## src/rtl/traffic_phase_ctrl.sv

```systemverilog
// N-approach traffic-light sequencer: GREEN -> YELLOW -> ALL-RED rotation with a latched
// pedestrian WALK phase and a flashing-yellow maintenance mode, timed by a free-running prescaler.
module traffic_phase_ctrl #(
  parameter int NUM_DIRS = 3,
  parameter int TW       = 8,
  parameter int TICK_DIV = 3330000,
  parameter int GREEN_T  = 10,
  parameter int YELLOW_T = 3,
  parameter int ALLRED_T = 1,
  parameter int WALK_T   = 5
) (
  input  logic                clock,
  input  logic                reset,
  input  logic                ped_req,
  input  logic                flash_mode,
  output logic [NUM_DIRS-1:0] red,
  output logic [NUM_DIRS-1:0] yellow,
  output logic [NUM_DIRS-1:0] green,
  output logic                walk,
  output logic [2:0]          dir,
  output logic                tick
);
  localparam int PW = $clog2(TICK_DIV);

  typedef enum logic [2:0] {
    S_GREEN  = 3'd0,
    S_YELLOW = 3'd1,
    S_ALLRED = 3'd2,
    S_WALK   = 3'd3,
    S_FLASH  = 3'd4
  } state_t;

  state_t              state_q, state_d;
  logic [2:0]          dir_q, dir_d, dir_nxt;
  logic [TW-1:0]       timer_q, timer_d, last;
  logic [PW-1:0]       presc_q, presc_d;
  logic                tick_q, tick_d;
  logic                ped_pend_q, ped_pend_d;
  logic                flash_ph_q, flash_ph_d;
  logic [NUM_DIRS-1:0] red_q, red_d, yellow_q, yellow_d, green_q, green_d, onehot;
  logic                walk_q, walk_d;
  logic                expire;

  always_comb begin
    presc_d = (presc_q == PW'(TICK_DIV - 1)) ? '0 : presc_q + PW'(1);
    tick_d  = (presc_d == PW'(TICK_DIV - 1));

    case (state_q)
      S_GREEN:  last = TW'(GREEN_T - 1);
      S_YELLOW: last = TW'(YELLOW_T - 1);
      S_WALK:   last = TW'(WALK_T - 1);
      default:  last = TW'(ALLRED_T - 1);
    endcase
    expire  = tick_q && (timer_q == last);
    dir_nxt = (dir_q == 3'(NUM_DIRS - 1)) ? 3'd0 : dir_q + 3'd1;

    state_d    = state_q;
    dir_d      = dir_q;
    flash_ph_d = tick_q ? ~flash_ph_q : flash_ph_q;
    ped_pend_d = ped_pend_q |
                 (ped_req && (state_q != S_WALK) && (state_q != S_FLASH));

    case (state_q)
      // A maintenance request ends GREEN early but always through YELLOW.
      S_GREEN:  if (flash_mode || expire) state_d = S_YELLOW;
      S_YELLOW: if (expire) state_d = S_ALLRED;
      S_ALLRED: begin
        if (expire) begin
          if (flash_mode) begin
            state_d = S_FLASH;
          end else if (ped_pend_q) begin
            state_d    = S_WALK;
            ped_pend_d = 1'b0;
          end else begin
            state_d = S_GREEN;
            dir_d   = dir_nxt;
          end
        end
      end
      S_WALK: begin
        if (expire) begin
          if (flash_mode) begin
            state_d = S_FLASH;
          end else begin
            state_d = S_GREEN;
            dir_d   = dir_nxt;
          end
        end
      end
      S_FLASH:  if (!flash_mode) state_d = S_ALLRED;
      default:  state_d = S_ALLRED;
    endcase

    if (state_d != state_q) timer_d = '0;
    else                    timer_d = tick_q ? timer_q + TW'(1) : timer_q;

    // Lamps are decoded from next state so they line up with the state register.
    onehot   = NUM_DIRS'(1) << dir_d;
    red_d    = '1;
    yellow_d = '0;
    green_d  = '0;
    walk_d   = 1'b0;
    case (state_d)
      S_GREEN: begin
        green_d = onehot;
        red_d   = ~onehot;
      end
      S_YELLOW: begin
        yellow_d = onehot;
        red_d    = ~onehot;
      end
      S_WALK:  walk_d = 1'b1;
      S_FLASH: begin
        red_d    = '0;
        yellow_d = {NUM_DIRS{flash_ph_d}};
      end
      default: ;
    endcase
  end

  always_ff @(posedge clock) begin
    if (reset) begin
      state_q    <= S_ALLRED;
      dir_q      <= 3'(NUM_DIRS - 1);
      timer_q    <= '0;
      presc_q    <= '0;
      tick_q     <= 1'b0;
      ped_pend_q <= 1'b0;
      flash_ph_q <= 1'b0;
      red_q      <= '1;
      yellow_q   <= '0;
      green_q    <= '0;
      walk_q     <= 1'b0;
    end else begin
      state_q    <= state_d;
      dir_q      <= dir_d;
      timer_q    <= timer_d;
      presc_q    <= presc_d;
      tick_q     <= tick_d;
      ped_pend_q <= ped_pend_d;
      flash_ph_q <= flash_ph_d;
      red_q      <= red_d;
      yellow_q   <= yellow_d;
      green_q    <= green_d;
      walk_q     <= walk_d;
    end
  end

  assign red    = red_q;
  assign yellow = yellow_q;
  assign green  = green_q;
  assign walk   = walk_q;
  assign dir    = dir_q;
  assign tick   = tick_q;

endmodule

```

## config.mk

```make
export PLATFORM = sky130hd
export DESIGN_NAME = traffic_phase_ctrl
export DESIGN_NICKNAME = d
export VERILOG_FILES = /design/src/rtl/traffic_phase_ctrl.sv
export SDC_FILE = /design/constraint.sdc
export NUM_CORES = 1
export LEC_CHECK = 0
export ABC_CLOCK_PERIOD_IN_PS = 2980
export BUFFER_PORTS_ARGS = -buffer_cell sky130_fd_sc_hd__buf_2
export CORE_AREA = 2 2 89 91
export CTS_CLUSTER_DIAMETER = 60
export DETAILED_ROUTE_END_ITERATION = 10
export DIE_AREA = 0 0 91 93
export GPL_ROUTABILITY_DRIVEN = 0
export PLACE_DENSITY = 0.48
export SYNTH_ARGS = -nofsm -noshare
export SYNTH_HDL_FRONTEND = slang
export SYNTH_SLANG_ARGS = --single-unit
```

## constraint.sdc

```tcl
create_clock -name clock -period 2.98 [get_ports clock]
set_clock_uncertainty 0.1 [all_clocks]
set_input_delay 0.447 -clock clock [delete_from_list [all_inputs] [get_ports clock]]
set_output_delay 0.447 -clock clock [all_outputs]
set_load 0.02 [all_outputs]
```

Yosys cells after proc, flatten, opt, wreduce, memory -nomap -nowiden
Index checks and enable logic that the tools add are counted.

Muxes and demuxes: 26. Add/subtract/negate cells: 3. Shift-type cells: 1. Bitwise gates (word level): 4. Eq/ne operators: 14. Reductions and logical operators: 9.

Operators by type and width (count): 22-bit == test (second input constant) (2); 3-bit 2-to-1 mux (13); 22-bit by 1-bit adder with 22-bit output (second input constant) (1); 22-bit 2-to-1 mux (1); 3-bit one-hot mux with 2 select lines (3); 3-bit one-hot mux with 5 select lines (1); 3-bit by 2-bit == test with 1-bit output (second input constant) (4); 4-bit one-hot mux with 3 select lines (1); 8-bit by 1-bit adder with 8-bit output (second input constant) (1); 8-bit == test (1); 3-bit by 1-bit == test with 1-bit output (second input constant) (2); 3-bit == test (second input constant) (2); 3-bit zero test (2); 1-bit 2-to-1 mux (6); 2-bit OR reduction (3); 3-bit by 1-bit adder with 3-bit output (second input constant) (1); 1-bit logical AND (3); 3-bit by 2-bit != test with 1-bit output (second input constant) (1); 3-bit != test (1); 3-bit != test (second input constant) (1); 3-bit inverter (1); 1-bit by 3-bit left shift with 3-bit output (first input constant) (1); 2-bit 2-to-1 mux (1); 1-bit inverter (2); 2 further kinds (2).

Logic and storage cells: 68. Output and inout port bits: 14. Input port bits: 4. Flip-flop bits (word level): 49.

Longest topological paths before layout
Gate-level depths: netlist of the first run.

Depth after elaboration: 10. Gate-level depth with buffers: 7.

Worst setup path after synthesis of the first run
No wires, ideal clock.

Path kind: flip-flop to flip-flop. Start: register tick_q, in the netlist tick. End: register yellow_q[0], in the netlist yellow[0]. Period minus slack after synthesis: 2.501 ns. Arrival: 2.317 ns. Library setup time: 0.084 ns. Path buffers: 1. Path slack: 0.479 ns. Cell stages (with the launch flop): 8. Path through: dfxtp_1 > buf_6 > or4b_4 > a211oi_4 > nand4_2 > mux2i_1 > or3_4 > o31ai_2.

Longest elaborated chain between the ends: 6.

RTL lines: start, declared (RTL line 37) `logic tick_q, tick_d;`; start signal, assigned (RTL line 139) `tick_q <= tick_d;`; 1-bit logical AND (RTL line 54) `expire = tick_q && (timer_q == last);`; 1-bit logical OR (RTL line 65) `S_GREEN: if (flash_mode || expire) state_d = S_YELLOW;`; 3-bit 2-to-1 mux (RTL line 65); 3-bit one-hot mux with 5 select lines (RTL line 63) `case (state_q)`; 3-bit == test or 3-bit by 1-bit == test with 1-bit output (tied branches) (RTL line 103) `case (state_d)`; 3-bit one-hot mux with 2 select lines * (RTL line 103); end signal, assigned (RTL line 143) `yellow_q <= yellow_d;`; end, declared (RTL line 40) `logic [NUM_DIRS-1:0] red_q, red_d, yellow_q, yellow_d, green_q, green_d, onehot;`.

Every way passes the cells marked *; elsewhere a longest branch is shown, timed or not. A chain may end at the register's enable or synchronous reset.

Worst setup path after layout of the first run
Start: register timer_q[4]. End: register yellow_q[0], in the netlist yellow[0].

Longest elaborated chain between the ends: 7.

RTL lines: start, declared (RTL line 35) `logic [TW-1:0] timer_q, timer_d, last;`; start signal, assigned (RTL line 137) `timer_q <= timer_d;`; 8-bit == test * (RTL line 54); 1-bit logical AND * (RTL line 54); 1-bit logical OR (RTL line 65); 3-bit 2-to-1 mux (RTL line 65); 3-bit one-hot mux with 5 select lines (RTL line 63); 3-bit == test or 3-bit by 1-bit == test with 1-bit output (tied branches) (RTL line 103); 3-bit one-hot mux with 2 select lines * (RTL line 103).

Marks and branches as above.

==> results, run 1 <==
- The run finished with clean final reports.
- In this run the remaining antenna-violating nets after routing total 0.
- The total global routing overflow is 0.
- Using the TritonRoute via totals, the vias-per-cell ratio works out to slightly below 5.
- The die covers around 0.0085 mm2.
- Yosys attributes the largest share of cell area to dfxtp_1 39%, nor2_1 7.1%, xor2_1 5.5%.
- The number of hold buffers added after CTS was 0.
- The netlist area before placement is ~0.0025 mm2.
- In this run the worst path has a maximum fanout of 5.
- The effective utilization at floorplan is between 30% and 40%.
- Counting instances in the post-synthesis netlist gives the leading cell types as 49 x dfxtp_1, 48 x nor2_1, 29 x nand2_1.
- Entering global routing, the biggest net connects 19 pins.
- The total wire length after detailed routing is approximately 5.2 mm.
- After the first detailed-routing iteration, the DRC count stood at 39.
- TritonCTS built the clock tree.
- From bottom edge to top edge, the die measures 93 um.
- The gate count of the mapped netlist is roughly 300.
- For this run, the top clock speed supported by timing is ~0.41 GHz.
- For this design the static power due to leakage is 0.998 nW.
- The number of different library cells used by synthesis comes to 65.
- At the end of the flow, the number of nets in the layout was around 320.
- The share of synthesized flip-flops with an asynchronous set or reset is 0%.
- The number of optimization iterations in the first detailed-route pass is 4.
- The Yosys step of the flow raised 0 warnings.
- The total power after layout is between 1 and 1.5 mW.
- The number of sinks on the clock net is 49.
- Detailed routing inserted a total of 2,017 vias.
- The number of antenna diodes is 0.
- The total count of max-transition violations in the final report is 0.
- The routed wirelength normalized by instance count is 12.7 um.
- The tree is rooted in a clkbuf_8.
- The wire length of the first global-routing pass is between 9 and 10 mm.
- The kind of critical path is flop to flop.
- The number of enable-type register cells in the synthesized netlist is 0.
- The post-cts resize count is 0.
- For the worst-skew pair, the clock arrives at the later sink with an insertion delay of 300 ps.
- For the finished layout, the period the worst path requires is ~2500 ps.
- The core region is 0.00753 mm2.
- The initial antenna violation count is 0.
- The share of synthesized area in the top cell type comes to 38.6%.
- For this run, the total global-route usage over all layers was measured as 13.7%.
- Max-cap violations in this run came to 0.
- The layout overhead on the synthesized area is 10.3%.
- The number of buffers added on ports is 17.
- The clock transition time at the flip-flop clock pins of the worst setup and hold paths is approximately 90 ps.
- After filler insertion, the fill cell instance count of the layout stands at between 800 and 900.
- In the post-synthesis netlist, the cell with the most instances is dfxtp_1.
- Counting along the longest clock path gives a buffer depth of 2.
- The synthesized net count is ~300.
- Summed over all nets, the half-perimeter wirelength after detailed placement is ~3.8 mm.
- The measured slew at the worst slew-check pin is ~640 ps.
- Traced cell by cell, the critical path runs through or4b_4 > a211oi_4 > nand4_2 > mux2i_1 > or3_4 > o31ai_2.
- The average footprint of a synthesized cell is around 8.7 um2.
- The endpoint class of the critical path is a flop.
- The worst path uses a little over 80% of the clock period.
- The arrival time of data at the critical path endpoint is about 2600 ps.
- The x dimension of the die is around 91 um.
- For this design the top-level I/O count stands at 18.
- The H-tree was split into 2 levels.
- Setup repair after global routing left no endpoint under its margin.
- The setup total negative slack is 0 ps.
- The number of failing setup endpoints in the final timing report is 0.
- The biggest area contributor in the post-synthesis netlist is dfxtp_1.
- The number of cells in the finished layout apart from fillers is 412.
- Cells with a size suffix above 1 make up between 15 and 20% of the layout.
- Counting tap cells, the placed design contains a total of 404 instances.
- The worst ir drop on vdd is roughly 0.16 mV.
- The register area share after synthesis is between 30% and 40%.
- Measured against its own limit, the worst slew margin works out to 57.0%.
- Cells fill a little under two fifths of the core in the end.
- The detailed-route DRC error count is 0.
- The cell type of the slowest stage on the worst timing path is or4b_4.
- The total power density per cell area is about 380 mW/mm2.
- At the worst endpoint, the required time is slightly above 3000 ps.
- Among cell families on the critical path, the largest total delay comes from simple AND/OR/NAND/NOR gates.
- The classification of the worst-slack hold path is input port to flop.
- Synthesis inferred a little under 50 register bits.
- The worst setup path is launched from a flop.
- The post-CTS repair timing setup buffer count is 0.
- The cell row count is 32.
- The CTS buffer count is 5.
- The number of global-route vias before repair is just under 2,000.
- The largest stage delay on the critical path is about 560 ps.
- The final hold violation count is 0.
- The dominant register cell in the synthesized netlist is dfxtp_1.
- The critical path buffer and inverter count is 0.
==> layout by cell type (no fill, tap or decap), types with 6 or more instances in the layout <==
cell / count
nand2_1: 29
nor2_1: 48
xnor2_1: 15
o21ai_0: 7
nand3_1: 10
xor2_1: 16
dfxtp_1: 49
buf_2: 17
nor3_1: 8
inv_1: 12
nand4_1: 6
==> final timing paths <==
kind | startpoint | end | slack [ps] | cells past startpoint
hold / removal | ped_req | ped_pend_q$_SDFF_PP0_ | 370 | 3
setup reg to reg | timer_q[4]$_SDFFE_PP0P_ | yellow[0]$_SDFF_PP0_ | 510 | 6
hold reg to reg | presc_q[0]$_SDFF_PP0_ | presc_q[0]$_SDFF_PP0_ | 390 | 1
setup / recovery | timer_q[4]$_SDFFE_PP0P_ | yellow[0]$_SDFF_PP0_ | 510 | 6
==> kinds of logic after synthesis <==
kind of cell             count (synthesis)  share of synthesized area (%)
adder cells (fa/ha/maj)                  2                          0.985
multiplexers                             5                           2.17
XOR/XNOR                                31                           10.7
AND/OR/NAND/NOR                        146                           31.6
flip-flops                              49                           38.6
AO/OA/AOI/OAI                           37                           12.0
buffers and inverters                   22                           3.99
==> where the power goes <==
part | internal (mW) | total, mW | switching, mW
Sequential | 0.659 | 0.663 | 0.00424
Combinational | 0.00929 | 0.0278 | 0.0185
Clock | 0.163 | 0.386 | 0.223
==> sequential cells by signal, summed over array words and instances, names as in the netlist <==
register	cells
walk	1
presc_q	22
red	3
flash_ph_q	1
state_q	3
tick	1
green	3
ped_pend_q	1
dir	3
timer_q	8
yellow	3
==> worst min-delay path, delay by kind of cell <==
family,cells,cell delay (ps)
compound gates,1,120
buf+inv,1,100
simple gates,1,60
==> layout make-up <==
type                    count  area [um2]  area share [%]
repair buffers             20         108            3.84
inverters                  12        45.0            1.61
clock buffers               6        72.6            2.59
clock inverters             2        10.0           0.357
flip-flops and latches     49         981            35.0
well taps                 102         128            4.55
multi-input cells         221        1460            52.1
==> metal layers <==
| metal | share of wire [%] | global-route usage (%) | vias to the layer above | wire length, um |
|---|---|---|---|---|
| li1 | - | - | 1058 | - |
| met1 | 50 | 17.8 | 933 | 2590 |
| met3 | 2.6 | 2.66 | 7 | 137 |
| met2 | 46 | 23.1 | 19 | 2430 |
| met5 | 0 | 0 | - | 0 |
| met4 | 1.3 | 4.17 | 0 | 70 |
==> through the flow <==
stage,instance area (um2),setup slack [ps],hold WS [ps]
floorplan,2540,479,336
global placement,2720,573,356
detailed placement,2720,522,367
CTS,2800,508,366
global route,2800,416,403
finish,2800,514,374
No activity file was read; power rests on OpenSTA's default activity.
==> run 2, diff against run 1 <==
--- a/config.mk
+++ b/config.mk
@@ -5,7 +5,7 @@
 export SDC_FILE = /design/constraint.sdc
 export NUM_CORES = 1
 export LEC_CHECK = 0
-export ABC_CLOCK_PERIOD_IN_PS = 2980
+export ABC_CLOCK_PERIOD_IN_PS = 2450
 export BUFFER_PORTS_ARGS = -buffer_cell sky130_fd_sc_hd__buf_2
 export CORE_AREA = 2 2 89 91
 export CTS_CLUSTER_DIAMETER = 60
==> constraint.sdc (replaced) <==
create_clock -name clock -period 2.45 [get_ports clock]
set_clock_uncertainty 0.1 [all_clocks]
set_input_delay 0.3675 -clock clock [delete_from_list [all_inputs] [get_ports clock]]
set_output_delay 0.3675 -clock clock [all_outputs]
set_load 0.02 [all_outputs]
==> run 2 against run 1 <==
  * Sequential power is 22% higher
  * Global-route usage up 0.42 points
  * Clock-buffer cell count down 1
  * Routed wire length up 5.1%
  * Flip-flop and latch count did not move
  * Critical endpoint is now yellow[1]$_SDFF_PP0_
  * Largest cell class unchanged
  * Largest power group unchanged
==> results, run 2 (synthesized netlist as in run 1, its figures left out) <==
- TritonCTS built the clock tree.
- In this run, CTS created clock tree buffers numbering 5.
- The maximum root-to-sink buffer count is 2.
- The DRC marker count from the first detailed-route iteration is 86.
- The flip-flop count of the largest register, all copies and words added is 22.
- The final hold violation count is 0.
- VDD sags by at most around 0.16 mV.
- Entering global routing, the biggest net connects 19 pins.
- The x dimension of the die is a little over 90 um.
- The number of optimization iterations in the first detailed-route pass is 4.
- The die footprint is about 0.0085 mm2.
- After the flow finishes, the layout carries non-filler instances totaling between 400 and 500.
- The root buffer selected by CTS is clkbuf_8.
- The wire length of the first global-routing pass is about 9.6 mm.
- The largest registers in the layout are presc_q (22), timer_q (8).
- The clock insertion delay at the later pin of the skew report is approximately 310 ps.
- The worst path uses ~91% of the clock period.
- The initial antenna violation count is 0.
- 18 I/O pins were placed.
- For this run, the top clock speed supported by timing is approximately 0.45 GHz.
- More flip-flops sit in one register than any other, and that register is presc_q.
- The met3 global-route usage is ~2.7%.
- The final critical delay including setup and external delays is ~2200 ps.
- In the final routed layout, each cell accounts on average for ~13 um.
- The endpoint class of the critical path is a flop.
- The kind of critical path is flop to flop.
- The number of global-route vias before repair is 2,018.
- Measured against its own limit, the worst slew margin works out to a little under three quarters.
- The number of sinks on the clock net is 49.
- The number of failing setup endpoints in the final timing report is 0.
- The analysis attributes to cell leakage a power of approximately 1.0 nW.
- Once placement completed, the tool counted placed cells totaling between 400 and 500.
- Power spread over the standard cell area amounts to 455 mW/mm2.
- Setup repair after global routing left no endpoint under its margin.
- Once detail routing completed, the nets flagged for antenna violations numbered 0.
- The global-route track usage on met1 is a little under a fifth.
- The cell row count is 32.
- The utilization after layout is about two fifths.
- The cts-stage hold buffer count is 0.
- The total wire length after detailed routing is 5.50 mm.
- The number of max-cap violations is 0.
- The start point of the worst min-delay path is reset.
- The detailed-route via count is between 2,000 and 2,500.
- For the worst setup path, the data required time is about 2600 ps.
- 0 antenna diodes ended up in the layout.
- After detailed routing, the number of remaining DRC violations is 0.
- The post-detailed-placement half-perimeter wirelength is 3.96 mm.
- The flow ran to the end, and the final reports show no timing, DRC or antenna violations.
- The setup total negative slack is 0 ps.
- The classification of the worst-slack hold path is input port to flop.
- STA classifies the critical path startpoint as a flop.
- The total core area is about 0.0075 mm2.
- Port buffering added 17 buffers.
- For this run the aggregate overflow at the end of global routing stands at 0.
- In the final layout, the share of cells above drive strength 1 is a little under a fifth.
- Leaving out fill and tap cells, the most frequent cells in the layout are 49 x dfxtp_1, 48 x nor2_1, 29 x nand2_1.
- For the worst setup path, the data arrival time is 2350 ps.
- The startpoint of the most critical register-to-register path is timer_q[4]$_SDFFE_PP0P_.
- The number of vias per cell after detailed routing is 4.97.
- After routing the design area is around 0.0029 mm2.
- The final hold slack is roughly 190 ps.
- For met2 alone, demand over resource in global routing was about a quarter.
- The peak fanout along the critical path is 6.
- The global-route total usage across every layer is between 10 and 15%.
- The final net count is around 320.
- The clock transition time at the flip-flop clock pins of the worst setup and hold paths is approximately 90 ps.
- The library cell used most frequently in the layout, excluding fill and tap cells, is dfxtp_1.
- The die is between 90 and 100 um tall.
- The launching instance or port of the critical path is timer_q[4]$_SDFFE_PP0P_.
- The layout overhead on the synthesized area is 12.8%.
- The busiest metal layer after global routing is met2.
- The effective utilization at floorplan is around 34%.
- The CTS H-tree depth is 2.
- The total cell area at the placement stage is about 0.0028 mm2.
- The measured slew at the worst slew-check pin is between 400 and 500 ps.
- The total count of max-transition violations in the final report came to 0.
## run 2: cell types whose count changed in the layout (fill, tap and decap cells not counted), sizes merged
cell,delta
buf,+8
clkbuf,-1
clkinv,-1
## run 2: cell type report
type                            count  area, um2
Clock buffer                        5       68.8
Clock inverter                      1       5.00
Fill cell                         801       4660
Inverter                           12       45.0
Multi-Input combinational cell    221       1470
Sequential cell                    49        981
Tap cell                          102        128
Timing Repair Buffer               28        168
## run 2: final timing paths
| check | to | slack [ps] | cells after the start |
|---|---|---|---|
| setup / recovery | yellow[1]$_SDFF_PP0_ | 220 | 7 |
| hold / removal | presc_q[2]$_SDFF_PP0_ | 190 | 2 |
| setup reg to reg | yellow[1]$_SDFF_PP0_ | 220 | 7 |
| hold reg to reg | presc_q[0]$_SDFF_PP0_ | 380 | 1 |
## run 2: worst max-delay path, stage by stage (launching register included)
cell and delay [ps]:
dfxtp_1 340, or4b_4 560, a211oi_4 200, buf_4 180, nand4_4 170, xor2_1 210
nand2b_4 170, o31ai_2 210
## run 2: what timing repair did
item                       CTS  global route
resized for setup            0             3
hold endpoints to repair     0             0
setup endpoints to repair    0             2
setup buffers                0             0
## run 2: per-stage QoR
step	worst slack (ps)	power (mW)
final	223	1.30
after global routing	44.7	1.35
after CTS	177	1.33
after detailed placement	195	0.864
after global placement	211	0.865
after floorplan	2.12	0.847
## run 2: metal layers
layer | up-vias | part of all wire, %
li1 | 1062 | -
met1 | 983 | 48
met2 | 25 | 48
met3 | 8 | 2.6
met4 | 0 | 1.4
met5 | - | 0
## run 2: power breakdown
| group | internal (mW) | switching [mW] | leakage, nW |
|---|---|---|---|
| logic | 0.0146 | 0.0236 | 0.596 |
| clock network | 0.189 | 0.270 | 0.0399 |
| registers | 0.801 | 0.00511 | 0.396 |
| total | 1.00 | 0.299 | 1.03 |
==> run 3, diff against run 2 <==
==> constraint.sdc (replaced) <==
create_clock -name clock -period 2.45 [get_ports clock]
set_clock_uncertainty 0.1 [all_clocks]
set_input_delay 0.3675 -clock clock [delete_from_list [all_inputs] [get_ports clock]]
set_output_delay 0.3675 -clock clock [all_outputs]
set_load 0.1 [all_outputs]
==> run 3 against run 2 <==
  * Die area stayed put
  * Critical path depth is 1 lower
  * Worst setup slack worse by 120 ps
  * Combinational power hardly changed
  * Flip-flop and latch count stayed put
  * Core utilization is 0.65 points higher
  * Routed wire length is 1.3% higher
  * Sequential share of layout area is 0.40 points lower
  * Critical endpoint is now yellow[0]$_SDFF_PP0_
==> results, run 3 (synthesized netlist as in run 1, its figures left out) <==
- The endpoint of the worst-slack reg-to-reg timing path is yellow[0]$_SDFF_PP0_.
- Clock tree synthesis inserted a total of 5 buffers.
- The largest registers in the layout are presc_q (22), timer_q (8).
- The sequential share of power is 57.1%.
- The final hold violation count is 0.
- In this run switching power makes up a little over a fifth of total power.
- For the worst setup path, the data arrival time is between 2000 and 2500 ps.
- Using the TritonRoute via totals, the vias-per-cell ratio works out to ~4.9.
- The count of buffers added on input and output ports is 17.
- The startpoint of the most critical register-to-register path is timer_q[4]$_SDFFE_PP0P_.
- The leakage power is ~1.0 nW.
- The placed instances occupy a cell area of roughly 0.0028 mm2.
- In the routed design, unresolved DRC markers number 0.
- The I/O pin count is 18.
- The repair_antennas step left the layout with diodes totalling 0.
- The clock transition time at the flip-flop clock pins of the worst setup and hold paths is around 100 ps.
- The maximum number of pins on one net before global-route repair is 19.
- Static timing analysis puts the maximum clock frequency at ~0.43 GHz.
- Measured in cells, the most critical reg-to-reg path has a length of 6.
- Detailed placement ended at an HPWL of around 4 mm.
- Leaving out fill and tap cells, the most frequent cell in the layout is nor2_1.
- presc_q holds more flip-flops than any other register.
- Measured against its own limit, the worst slew margin works out to between 60 and 70%.
- The worst hold path was traced through 2 stages.
- The global-route total usage across every layer is between 10% and 20%.
- Relative to the synthesized area, the layout overhead comes to 14.7%.
- The later pin in the worst-skew pair is clocked with a latency of approximately 300 ps.
- The number of failing setup endpoints in the final timing report is 0.
- The worst-case IR drop observed on VDD is ~0.23 mV.
- The combined area of the multi-input logic cells is roughly 0.0015 mm2.
- The root buffer selected by CTS is clkbuf_8.
- Measured along the x axis, the die boundary spans 91 um.
- For hold timing, the worst endpoint is presc_q[2]$_SDFF_PP0_.
- The total count of max-transition violations in the final report came to 0.
- The effective utilization at floorplan is about 34%.
- After floorplanning, the core was divided into 32 placement rows.
- The proportion of layout cells with a drive suffix above 1 is 19.1%.
- The total global routing overflow is 0.
- The internal portion of the total power is ~1.1 mW.
- Data on the critical path is required at its endpoint by between 2000 and 3000 ps.
- Leaving out fill and tap cells, the most frequent cells in the layout are 48 x nor2_1, 47 x dfxtp_1, 29 x nand2_1.
- The first global-routing pass estimated slightly above 9 mm of wire.
- The routed design could run at a clock period as short as around 2300 ps.
- In the finished design, the share of the clock period the worst path needs comes to 95.7%.
- The area taken by flip-flops and latches is approximately 990 um2.
- The run finished with clean final reports.
- The kind of critical path is flop to flop.
- The setup slack on the worst flop-to-flop path is approximately 110 ps.
- The number of optimization iterations in the first detailed-route pass is 4.
- The layout has ~800 filler cells.
- The total wire length after detailed routing is 5.57 mm.
- The flip-flop count of the largest register, all copies and words added is 22.
- The DRC marker count from the first detailed-route iteration is between 90 and 100.
- The number of sinks on the clock net is between 40 and 50.
- Once placement completed, the tool counted placed cells totaling slightly above 400.
- The final hold slack is around 190 ps.
- The CTS H-tree depth is 2.
- The startpoint identified for the worst hold timing path is reset.
- The number of global-route vias before repair is slightly below 2,000.
- The routed wirelength normalized by instance count is between 10 and 15 um.
- The total power density per cell area is 484 mW/mm2.
- The floorplan step defined a core boundary enclosing about 0.0075 mm2.
- Of all nets on the critical path, the largest fanout is 5.
- The summed area of non-filler cells in the final layout is 0.00291 mm2.
- The launching instance or port of the critical path is timer_q[4]$_SDFFE_PP0P_.
- The worst setup path is launched from a flop.
- The classification of the worst-slack hold path is input port to flop.
- In this run the remaining antenna-violating nets after routing total 0.
- The clock passes through at most 2 buffers.
- The TritonCTS clock tree is yes.
- At the pin with the least slew margin, the transition time is slightly below 500 ps.
- The relative contribution of the clock network to total power is ~40%.
- The number of cells in the finished layout apart from fillers is between 400 and 500.
- Summing over every cut layer, the via total after detailed routing is a little over 2,000.
- In this run, the combinational gates consume under 10% of the power.
- The die footprint is 0.00846 mm2.
- The die outline height is ~93 um.
- The number of max-cap violations is 0.
- The initial antenna violation count came to 0.
- The net switching power is ~0.3 mW.
- The endpoint class of the critical path is a flop.
- For this run, the post-layout net count is about 320.
run 3: critical path: stages (launching register included):
cell,delay [ps]
dfxtp_2,350
or4b_4,550
a211oi_4,300
nand4_2,170
mux2i_2,200
or3_4,380
o31ai_2,220
run 3: worst max-delay path by stage:
| stage | slack, ps | cells past startpoint | end |
|---|---|---|---|
| 2_1_floorplan | -90 | 7 | yellow[0]$_SDFF_PP0_ |
| 3_3_place_gp | 80 | 7 | tick$_SDFF_PP0_ |
| 3_5_place_dp | 140 | 6 | yellow[2]$_SDFF_PP0_ |
| 4_1_cts | 120 | 6 | yellow[2]$_SDFF_PP0_ |
| 5_1_grt | -30 | 7 | tick$_SDFF_PP0_ |
| 6_report | 110 | 6 | yellow[0]$_SDFF_PP0_ |
run 3: routing by layer:
layer | wire length [um] | vias to the layer above | GRT usage [%]
li1 | - | 1070 | -
met1 | 2650 | 977 | 18.0
met2 | 2680 | 22 | 22.5
met3 | 158 | 8 | 3.06
met4 | 75 | 0 | 3.66
met5 | 0 | - | 0
run 3: layout make-up:
type                    count  share of cell area (%)
well taps                 102                    4.38
multi-input cells         221                    50.4
inverters                  12                    1.55
clock buffers               8                    3.82
flip-flops and latches     49                    33.8
repair buffers             29                    6.01
run 3: through the flow:
stage	total power, mW	TNS [ps]	worst slack (ps)	utilization (%)
global route	1.47	-25.5	-25.5	38.7
finish	1.41	0	106	38.7
floorplan	0.846	-223	-87.0	-
CTS	1.43	0	117	38.4
global placement	0.862	0	82.2	36.9
detailed placement	0.863	0	142	36.9
run 3: power groups by stage:
stage          Clock (mW)  Combinational, mW  Sequential [mW]
2_1_floorplan           0             0.0232            0.823
3_3_place_gp            0             0.0387            0.824
3_5_place_dp            0             0.0390            0.824
4_1_cts             0.585             0.0394            0.805
5_1_grt             0.617             0.0438            0.806
6_report            0.567             0.0381            0.805
run 3: what timing repair did:
item,4_1_cts,5_1_grt
setup endpoints to repair,0,2
hold buffers,0,0
buffers inserted,0,2
gates resized for setup,0,4
